File: config.mk
export PLATFORM = sky130hd
export DESIGN_NAME = ik_swift_iter
export DESIGN_NICKNAME = d
export VERILOG_FILES = /design/src/rtl/ik_swift_iter.sv
export SDC_FILE = /design/constraint.sdc
export NUM_CORES = 1
export LEC_CHECK = 0
export CAP_MARGIN = 20
export CORE_AREA = 3 3 276 278
export CTS_BUF_LIST = sky130_fd_sc_hd__clkbuf_16
export DETAILED_ROUTE_END_ITERATION = 12
export DIE_AREA = 0 0 279 281
export GPL_TIMING_DRIVEN = 0
export PLACE_DENSITY = 0.6
export SYNTH_ARGS = -nofsm -noshare
export SYNTH_HDL_FRONTEND = slang
export SYNTH_SLANG_ARGS = --single-unit
File: constraint.sdc
create_clock -name clk -period 11.6 [get_ports clk]
set_input_delay 1.74 -clock clk [delete_from_list [all_inputs] [get_ports clk]]
set_output_delay 1.74 -clock clk [all_outputs]
set_load 0.005 [all_outputs]
File: src/rtl/ik_swift_iter.sv
// Iterative inverse-kinematics controller: issues DLS solver steps, applies saturated
// per-joint updates one joint per cycle, and stops on convergence or the iteration limit.
module ik_swift_iter #(
  parameter int N_JOINT  = 6,
  parameter int W        = 36,
  parameter int MAX_ITER = 64,
  localparam int IW      = $clog2(MAX_ITER + 1)
) (
  input  logic                       clk,
  input  logic                       rst,
  input  logic                       en,
  input  logic                       start,
  input  logic [N_JOINT-1:0][W-1:0]  init_param,
  input  logic [N_JOINT-1:0]         joint_lock,
  input  logic [W-1:0]               epsilon,
  output logic                       solver_start,
  input  logic                       solver_done,
  input  logic [N_JOINT-1:0][W-1:0]  delta,
  output logic [N_JOINT-1:0][W-1:0]  theta,
  output logic                       busy,
  output logic                       done,
  output logic                       converged,
  output logic [IW-1:0]              iter_count
);

  localparam int JW = (N_JOINT > 1) ? $clog2(N_JOINT) : 1;

  typedef enum logic [2:0] {
    S_IDLE, S_ISSUE, S_WAIT, S_UPDATE, S_CHECK, S_FIN
  } state_t;

  state_t                      state_q, state_d;
  logic [N_JOINT-1:0][W-1:0]   theta_q, theta_d;
  logic [N_JOINT-1:0][W-1:0]   delta_q, delta_d;
  logic [JW-1:0]               j_q, j_d;
  logic                        all_small_q, all_small_d;
  logic [IW-1:0]               iter_q, iter_d;
  logic                        conv_q, conv_d;

  logic [W-1:0] cur_theta, cur_delta, delta_mag, sat_val;
  logic [W:0]   sum;
  logic         delta_big;

  // Saturating add and magnitude test for the joint currently addressed by j.
  always_comb begin
    cur_theta = theta_q[j_q];
    cur_delta = delta_q[j_q];
    sum       = {cur_theta[W-1], cur_theta} + {cur_delta[W-1], cur_delta};
    if (sum[W] != sum[W-1])
      sat_val = sum[W] ? {1'b1, {(W-1){1'b0}}} : {1'b0, {(W-1){1'b1}}};
    else
      sat_val = sum[W-1:0];
    // The most negative value negates to 2^(W-1) as unsigned: largest magnitude.
    delta_mag = cur_delta[W-1] ? (~cur_delta + W'(1)) : cur_delta;
    delta_big = epsilon[W-1] || (delta_mag >= epsilon);
  end

  always_comb begin
    state_d     = state_q;
    theta_d     = theta_q;
    delta_d     = delta_q;
    j_d         = j_q;
    all_small_d = all_small_q;
    iter_d      = iter_q;
    conv_d      = conv_q;
    case (state_q)
      S_IDLE: begin
        if (start) begin
          theta_d = init_param;
          iter_d  = '0;
          conv_d  = 1'b0;
          state_d = S_ISSUE;
        end
      end
      S_ISSUE: state_d = S_WAIT;
      S_WAIT: begin
        if (solver_done) begin
          delta_d     = delta;
          j_d         = '0;
          all_small_d = 1'b1;
          state_d     = S_UPDATE;
        end
      end
      S_UPDATE: begin
        if (!joint_lock[j_q]) begin
          theta_d[j_q] = sat_val;
          if (delta_big) all_small_d = 1'b0;
        end
        if (j_q == JW'(N_JOINT - 1)) begin
          iter_d  = iter_q + IW'(1);
          state_d = S_CHECK;
        end else begin
          j_d = j_q + JW'(1);
        end
      end
      S_CHECK: begin
        if (all_small_q) begin
          conv_d  = 1'b1;
          state_d = S_FIN;
        end else if (iter_q == IW'(MAX_ITER)) begin
          conv_d  = 1'b0;
          state_d = S_FIN;
        end else begin
          state_d = S_ISSUE;
        end
      end
      S_FIN:   state_d = S_IDLE;
      default: state_d = S_IDLE;
    endcase
  end

  always_ff @(posedge clk) begin
    if (!rst) begin
      state_q     <= S_IDLE;
      theta_q     <= '0;
      delta_q     <= '0;
      j_q         <= '0;
      all_small_q <= 1'b0;
      iter_q      <= '0;
      conv_q      <= 1'b0;
    end else if (en) begin
      state_q     <= state_d;
      theta_q     <= theta_d;
      delta_q     <= delta_d;
      j_q         <= j_d;
      all_small_q <= all_small_d;
      iter_q      <= iter_d;
      conv_q      <= conv_d;
    end
  end

  assign theta        = theta_q;
  assign iter_count   = iter_q;
  assign converged    = conv_q;
  assign busy         = (state_q != S_IDLE);
  assign done         = (state_q == S_FIN);
  assign solver_start = (state_q == S_ISSUE);

endmodule

Yosys cells after proc, flatten, opt, wreduce, memory -nomap -nowiden
Cells that the tools add are included.
{"block": "totals", "output_inout_bits": 227, "rom_bits": 0, "mem_count": 0, "ram_bits": 0, "latchBits": 0, "register_bits": 447, "word_cells": 89, "inputBits": 479}
{"block": "op_classes", "eq_ne": 15, "n_shift": 0, "mux": 35, "add_sub_neg": 4, "n_lt_le_gt_ge": 3, "div": 0, "bitwise": 1, "multipliers": 0, "reduce_logical": 14}
{"cell": "$mux W216", "count": 2}
{"cell": "$pmux W216 S2", "count": 1}
{"cell": "$bmux W36 S3", "count": 2}
{"cell": "$bwmux W216", "count": 1}
{"cell": "$mux W36", "count": 6}
{"cell": "$demux W36 S3", "count": 1}
{"cell": "$add A36 B36 Y37", "count": 1}
{"cell": "$add A36 B1 Y36 const B", "count": 1}
{"cell": "$ge A36 B36 Y1", "count": 1}
{"cell": "$not A36 Y36", "count": 1}
{"cell": "$mux W3", "count": 7}
{"cell": "$reduce_and A4 Y1", "count": 5}
{"cell": "$pmux W3 S5", "count": 1}
{"cell": "$mux W7", "count": 2}
{"cell": "$pmux W7 S2", "count": 1}
{"cell": "$ne A2 B2 Y1 const B", "count": 6}
{"cell": "$eq A3 B3 Y1 const B", "count": 3}
{"cell": "$add A7 B1 Y7 const B", "count": 1}
{"cell": "$eq A7 B7 Y1 const B", "count": 1}
{"cell": "$mux W1", "count": 7}
{"cell": "$eq A3 B2 Y1 const B", "count": 2}
{"cell": "$pmux W3 S2", "count": 1}
{"cell": "$reduce_bool A2 Y1", "count": 3}
{"cell": "$reduce_and A5 Y1", "count": 1}
{"cell": "13 further kinds", "count": 14}

Logic depth before layout (Yosys ltp)
Gate-level depths: netlist (run 1).
{"block": "logic_depth", "ltp_word": 10, "ltp_mapped": 25, "ltp_nobuf": 21}

Least setup slack after synthesis (run 1)
Ideal clock, no wire load.
{"block": "synth_path", "path_type": "register -> register", "start": "reg j_q[1]", "end": "reg theta_q, in the netlist theta[134]", "slack_ps": 5720, "arrival_time_ps": 5735, "setup_time_ps": 145, "n_path_buf": 9, "path_stages_with_launch": 25, "required_time_ps": 11455, "synth_period_minus_slack_ps": 5880, "cell_sequence": "dfxtp_1 buf_4 buf_6 buf_2 buf_2 buf_2 buf_2 buf_1 clkbuf_1 mux2i_1 nor2_1 a21oi_1 o211ai_1 ha_1 fa_1 a21oi_1 o211ai_1 a211oi_1 o21ai_0 a31oi_1 a2bb2oi_2 nor3_1 clkbuf_1 o31ai_1 a21oi_1"}
{"block": "synth_via", "elab_chain_cells": 8, "word_cells_on_any_way": 20, "classes_between": "1 x add/sub; 2 x order compare; 2 x eq/ne; 13 x mux; 2 x reduce/logical"}
{"element": "start: declaration", "line": "35", "source": "logic [JW-1:0] j_q, j_d;"}
{"element": "start signal: assignment", "line": "125", "source": "j_q <= j_d;"}
{"element": "$bmux W36 S3, on equally long branches", "line": "46, 47"}
{"element": "$mux W36, on equally long branches", "line": "46, 47"}
{"element": "$add A36 B36 Y37", "line": "48", "source": "sum = {cur_theta[W-1], cur_theta} + {cur_delta[W-1], cur_delta};"}
{"element": "$mux W36 / $ne A1 B1 Y1 (equally long branches)", "line": "50, 49"}
{"element": "$mux W36", "line": "49", "source": "if (sum[W] != sum[W-1])"}
{"element": "$bwmux W216", "line": "86", "source": "theta_d[j_q] = sat_val;"}
{"element": "$mux W216", "line": "85", "source": "if (!joint_lock[j_q]) begin"}
{"element": "$pmux W216 S2", "line": "66", "source": "case (state_q)"}
{"element": "end signal: assignment", "line": "123", "source": "theta_q <= theta_d;"}
{"element": "end: declaration", "line": "33", "source": "logic [N_JOINT-1:0][W-1:0] theta_q, theta_d;"}
Several ways; a longest one is shown, not always the timed one. The select of a mux whose other input is x is not followed.
A chain may end at the register's enable or synchronous reset.

Worst setup path after layout (run 1)
{"block": "layout_path", "start": "reg j_q[1]", "end": "reg theta_q, in the netlist theta[212]"}
The elaborated chain is that of the path after synthesis.

==> results.md, run 1 <==
* Status: finished clean
* Critical path launch point type: register
* Post-DRT Antenna Nets at 0
* Rows at 100
* Hold crit path type: register to register
* Slowest cell delay on critical path at just under 1 ns
* Io pins at ~710
* Worst Max-Slew Pin Slew at about 1.2 ns
* Synth async-reset ratio at 0%
* Vias in the first global route at approximately 26,000
* Critical path endpoint: theta[212]
* Setup TNS at 0 ns
* Setup violators final at 0
* GRT Total Usage at around a third
* Pwr per Cell Area at about 120 nW/µm²
* Grt total ovfl at 0
* Synth Net Count at around 3,400
* Most used cell, CP: buf_2
* Largest delay share family, worst path: buffers and inverters
* Initial antenna violation count at 5
* Die Area at 78,400 µm²
* RR Endpoint: theta[212]
* Critical Path AT at about 11 ns
* Most used flip-flop cell after synthesis: dfxtp_1
* Slew Limit Fails at 0
* Final hold slack at roughly 0.46 ns
* CP endpoint kind: register
* CP Data Required Time at about 12 ns
* Via count at 27,400
* Critical path cell sequence: buf_4 -> buf_6 -> buf_2 -> buf_2 -> buf_2 -> buf_2 -> buf_1 -> clkbuf_1 -> mux2i_1 -> nor2_1 -> a21oi_1 -> o211ai_1 -> ha_1 -> fa_1 -> a21oi_1 -> o211ai_1 -> a211oi_1 -> o21ai_0 -> a31oi_1 -> a2bb2oi_2 -> nor3_1 -> nor3_1 -> clkbuf_1 -> a21oi_1
* Drt total wl at 144 mm
* Worst setup startpoint: j_q[1]
* Drt first pass iters at 6
* Post-layout util at a little under half
* Post-DP HPWL at between 100 and 150 mm
* Reg2reg start: j_q[1]
* Overall Power at 4.12 mW
* Die width at approximately 280 µm
* Rel. slew slack at between 10% and 20%
* Most frequent cell after synthesis: nand2_1
* Buffers on Ports at 704
* Tmin final at approximately 10 ns
* Yosys synthesis warning count at 0
* Critical path buffers and inverters at 9
* Routed len/inst at around 31 µm
* Chip height at 281 µm
* Fin nets at between 4,000 and 5,000
* Slowest-stage cell, CP: nor3_1
* Leading area contributor after synthesis: dfxtp_1
* Post-CTS setup buffers at 0
* Skew final at roughly 0.026 ns
* CTS Buf Count at 53
* Layout cells sized above 1 at ~5.6%
* Clock Sink Count at about 450
* Latest clock arrival within the worst-skew pair at just over 0.6 ns
* CTS clk-pin slew, worst paths at around 0.050 ns
* Post-DR vias/cell at 5.89
* Maximum root-to-sink buffer count at 3
* Area Overhead vs Synth at 42.1%
* Mapped Area at 23,900 µm²
* Iteration-0 DRC Markers at ~2,900
* R2r worst-path depth at 24
* Worst vdd ir at about 0.12 mV
* Gpl congestion at between 1 and 1.5
* Period utilization at 86.7%
* Post-synth cell types at between 70 and 80
* Synth cell count leaders: nand2_1 (543), dfxtp_1 (447), a21oi_1 (308), a21boi_0 (225), o221ai_1 (221)
* Initial Util at 32.2%
* Sequential cell area at ~8900 µm²
* Highest clock rate at between 90 and 100 MHz
* Number of stages on the worst setup path at 24
* Proportion of synthesized chip area in sequential cells at between 30% and 40%
* Flop and latch count out of synthesis at approximately 450
* Gate Count Post-Synth at 2,867
* Cts repair resizes at 0
* Area of the multi-input gates at 13,700 µm²
* R2r setup slk at about 1.5 ns
* Synth top area share at a little under two fifths
* Unrepaired setup endpoints after global routing: false
* CP max FO at 10
* CTS root buf: clkbuf_16
* First-pass GRT wire length at 198 mm
* Synth top area cells: dfxtp_1 (37%), nand2_1 (8.5%), o221ai_1 (8.1%)
* EDFF count, synth at 0
* Critical path class: register to register
* Fill cells at about 7,500
* Core Footprint at 74,200 µm²
* DRC viols at 0
* Pin count of the biggest net entering global routing at 14
* H-Tree Depth at 2
* Hold-fix buffers, CTS at 0
* Leak at roughly 12 nW
* Final hold vios at 0
* CTS tree: done
* Max Cap Violations at 0
* Avg Cell Area, Syn at roughly 8.3 µm²
[area by class of cell]
cell class / instances / area share [%]
Sequential cell: 447 / 26.3
Timing Repair Buffer: 713 / 21.0
Inverter: 66 / 0.729
Antenna cell: 4 / 0.0294
Tap cell: 969 / 3.57
Clock inverter: 41 / 0.957
Buffer: 244 / 3.00
Clock buffer: 55 / 4.05
Multi-Input combinational cell: 2110 / 40.3
[metal layers]
metal	vias to the layer above	GRT usage, %	routed length [µm]
li1	12100	-	-
met1	13000	41.6	53700
met2	1828	58.4	66100
met3	452	7.44	13600
met4	6	21.0	10400
met5	-	0	36
[tightest hold or removal path: cells and delay by family (launching register included)]
kind,cells,cell delay [ns]
DFF,1,0.30
and+or+nand+nor,1,0.05
AOI/OAI and AO/OA,1,0.06
[state kept, by name (all words and copies together), names as in the netlist]
register	cells
all_small_q	1
delta_q	216
j_q	3
state_q	3
iter_count	7
converged	1
theta	216
[how the worst min path moves through the flow]
stage | startpoint | to | slack, ns | depth (start not counted)
after floorplan | delta_q[24] | delta_q[24] | 0.44 | 2
after global placement | delta_q[146] | delta_q[146] | 0.45 | 2
after detailed placement | delta_q[62] | delta_q[62] | 0.45 | 2
after CTS | delta_q[62] | delta_q[62] | 0.46 | 2
after global routing | delta_q[146] | delta_q[146] | 0.48 | 2
final | delta_q[62] | delta_q[62] | 0.46 | 2
[logic make-up (layout without fill, tap and decap cells)]
| family | count (synthesis) | count (layout) | share of synthesized area (%) |
|---|---|---|---|
| AOI/OAI and AO/OA | 1040 | 1040 | 30.0 |
| and+or+nand+nor | 792 | 792 | 14.1 |
| DFF | 447 | 447 | 37.4 |
| buffers and inverters | 310 | 1119 | 5.29 |
| muxes | 130 | 130 | 6.57 |
| adders and majority gates | 80 | 80 | 4.20 |
| xor gates and xnor gates | 68 | 68 | 2.49 |
| other | 0 | 4 | 0 |
[where the power goes]
group | leakage (nW) | total, mW | switching (mW) | internal (mW)
Combinational | 7.71 | 0.761 | 0.394 | 0.367
Clock | 0.885 | 1.67 | 0.707 | 0.964
Sequential | 3.64 | 1.69 | 0.0834 | 1.60
[through the flow]
step           cells  setup slack, ns  instance area [µm²]
2_1_floorplan   2867             5.72                23900
3_3_place_gp    4540             1.62                32200
3_5_place_dp    4545             1.83                32200
4_1_cts         4641             1.80                34000
5_1_grt         4646             1.51                34000
6_report        4649             1.55                34000
[cell usage in the layout, fill, tap and decap left out, types with 78 or more instances in the layout]
master	Yosys	layout
clkdlybuf4s50_1	0	704
nand2_1	543	543
dfxtp_1	447	447
a21oi_1	308	308
a21boi_0	225	225
o221ai_1	221	221
clkbuf_1	177	177
nor2_1	86	85
mux2i_1	85	85
o21ai_0	80	80
inv_1	65	78
Note: power is estimated with default switching activity, not from simulation.
==> run 2, diff against run 1 <==
- CAP_MARGIN: 20 -> default
==> results.md, run 2 (synthesis results as in run 1) <==
* Drt total wl at 144 mm (+0.29%)
* Iteration-0 DRC Markers at 3,198 (+8.5%)
* Rows at 100 (unchanged)
* Pwr per Cell Area at 121 nW/µm² (-0.36%)
* H-Tree Depth at 2 (unchanged)
* CTS clk-pin slew, worst paths at 0.06 ns (about the same)
* Hold-fix buffers, CTS at 0 (unchanged)
* CTS tree: done
* Grt met1 use at 41.5% (about the same)
* Post-CTS setup buffers at 0 (unchanged)
* Unrepaired setup endpoints after global routing: false
* Post-layout util at 45.6% (-0.18 points)
* CP Data Required Time at 12.05 ns (about the same)
* Critical Path AT at 10.97 ns (+0.47 ns)
* Critical path class: register to register
* Tmin final at 10.52 ns (+0.466 ns)
* CTS Buf Count at 52 (-1.9%)
* Vias in the first global route at 26,200 (-0.41%)
* Most frequent cells in the layout: clkdlybuf4s50_1 (704), nand2_1 (543), dfxtp_1 (447)
* Final setup margin at 1.08 ns (-0.466 ns)
* Met2 Use GR at 58.1% (-0.30 points)
* Io pins at 706 (unchanged)
* Grt met3 use at 7.54% (+0.10 points)
* Drt first pass iters at 6 (unchanged)
* Critical path launch point type: register
* Buffers on Ports at 704 (unchanged)
* Most common cell after layout, fill and taps aside: clkdlybuf4s50_1
* Hold crit path type: register to register
* Setup violators final at 0 (unchanged)
* Final hold vios at 0 (unchanged)
* GRT Total Usage at 35.0% (about the same)
* Leak at 12.2 nW (-0.62%)
* Die Area at 78,400 µm² (unchanged)
* Grt total ovfl at 0 (unchanged)
* Initial Util at 32.2% (unchanged)
* Critical path cell sequence: buf_4 -> buf_6 -> buf_2 -> buf_2 -> buf_2 -> buf_2 -> buf_1 -> buf_1 -> mux4_2 -> nand2_1 -> o21ai_0 -> ha_1 -> a21oi_1 -> a21oi_1 -> a211oi_1 -> o21ai_0 -> a31oi_1 -> a2bb2oi_2 -> nor3_1 -> nor3_1 -> clkbuf_1 -> a21oi_1
* Post-DR vias/cell at 5.90 (+0.18%)
* Max Cap Violations at 1 (+1)
* Pre-CTS setup slack at 1.57 ns (-0.255 ns)
* Final hold slack at 0.459 ns (-0.000870 ns)
* Maximum root-to-sink buffer count at 3 (unchanged)
* Highest clock rate at 95.1 MHz (-4.4%)
* Worst Max-Slew Pin Slew at 1.51 ns (+0.282 ns)
* Initial antenna violation count at 4 (-1)
* Busiest grt layer: met2
* Via count at 27,400 (-0.037%)
* Post-DRT Antenna Nets at 0 (unchanged)
* Skew final at 0.0179 ns (-0.00772 ns)
* CP endpoint kind: register
* Gpl congestion at 1.00 (unchanged)
* Post-DP HPWL at 115 mm (about the same)
* Latest clock arrival within the worst-skew pair at 0.60 ns (about the same)
* CTS root buf: clkbuf_16
* Routed len/inst at 31.1 µm (+0.51%)
* Die width at 279 µm (unchanged)
* Clock Sink Count at 447 (unchanged)
* Slew Limit Fails at 7 (+7)
* Worst vdd ir at 0.0915 mV (-24%)
* CP max FO at 10 (unchanged)
* Violated checks: max-capacitance violations, max-slew violations
* Slowest-stage cell, CP: nor3_1
* Status: complete, but fails checks
* Setup TNS at 0 ns (unchanged)
* Largest delay share family, worst path: buffers and inverters
* Pin count of the biggest net entering global routing at 13 (-1)
* Area Overhead vs Synth at 41.6%
* Chip height at 281 µm (unchanged)
* Rel. slew slack at -1.88% (-20 points)
* First-pass GRT wire length at 197 mm (-0.28%)
* Slowest cell delay on critical path at 1.05 ns (+0.08 ns)
* DRC viols at 0 (unchanged)
* Period utilization at 90.7% (+4.0 points)
* Overall Power at 4.09 mW (-0.74%)
* Cts repair resizes at 0 (unchanged)
* Fin nets at 4,183 (-0.21%)
* Layout cells sized above 1 at 5.37% (-0.26 points)
* Core Footprint at 74,200 µm² (unchanged)
* Critical path buffers and inverters at 9 (unchanged)
* Most used cell, CP: buf_2
-- run 2: path summary, 6_finish.rpt --
path | end | slack, ns | from | cells after the start
min reg2reg | delta_q[87] | 0.46 | delta_q[87] | 2
max | theta[212] | 1.08 | j_q[1] | 22
max reg2reg | theta[212] | 1.08 | j_q[1] | 22
min | delta_q[87] | 0.46 | delta_q[87] | 2
-- run 2: metal layers --
metal / share of wire [%] / up-vias
li1: - / 12000
met1: 37 / 13100
met2: 46 / 1820
met3: 9.4 / 453
met4: 7.5 / 4
met5: 0.019 / -
-- run 2: through the flow --
step	cell area (µm²)	std cells
after floorplan	23900	2867
after global placement	32200	4540
after detailed placement	32200	4541
after CTS	33800	4635
after global routing	33800	4635
final	33900	4639
-- run 2: cell type report --
class,instances,area (µm²)
Clock buffer,53,1330
Timing Repair Buffer,705,7060
Clock inverter,41,327
Antenna cell,4,10.0
Fill cell,7549,40300
Inverter,66,248
Buffer,244,1020
Sequential cell,447,8950
Tap cell,969,1210
Multi-Input combinational cell,2110,13700
-- run 2: worst register-to-register path: stages (launching register included) --
cell and delay, ns:
dfxtp_1 0.65, buf_4 0.34, buf_6 0.19, buf_2 0.36
buf_2 0.45, buf_2 0.44, buf_2 0.49, buf_1 0.80
buf_1 1.01, mux4_2 0.52, nand2_1 0.10, o21ai_0 0.20
ha_1 0.47, a21oi_1 0.41, a21oi_1 0.14, a211oi_1 0.33
o21ai_0 0.35, a31oi_1 0.49, a2bb2oi_2 0.55, nor3_1 0.32
nor3_1 1.05, clkbuf_1 0.56, a21oi_1 0.15
-- run 2: power by group --
part           switching, mW  internal, mW  leakage, nW
clock network          0.706         0.938        0.853
registers             0.0842          1.60         3.64
logic                  0.394         0.364         7.66
total                   1.18          2.91         12.2
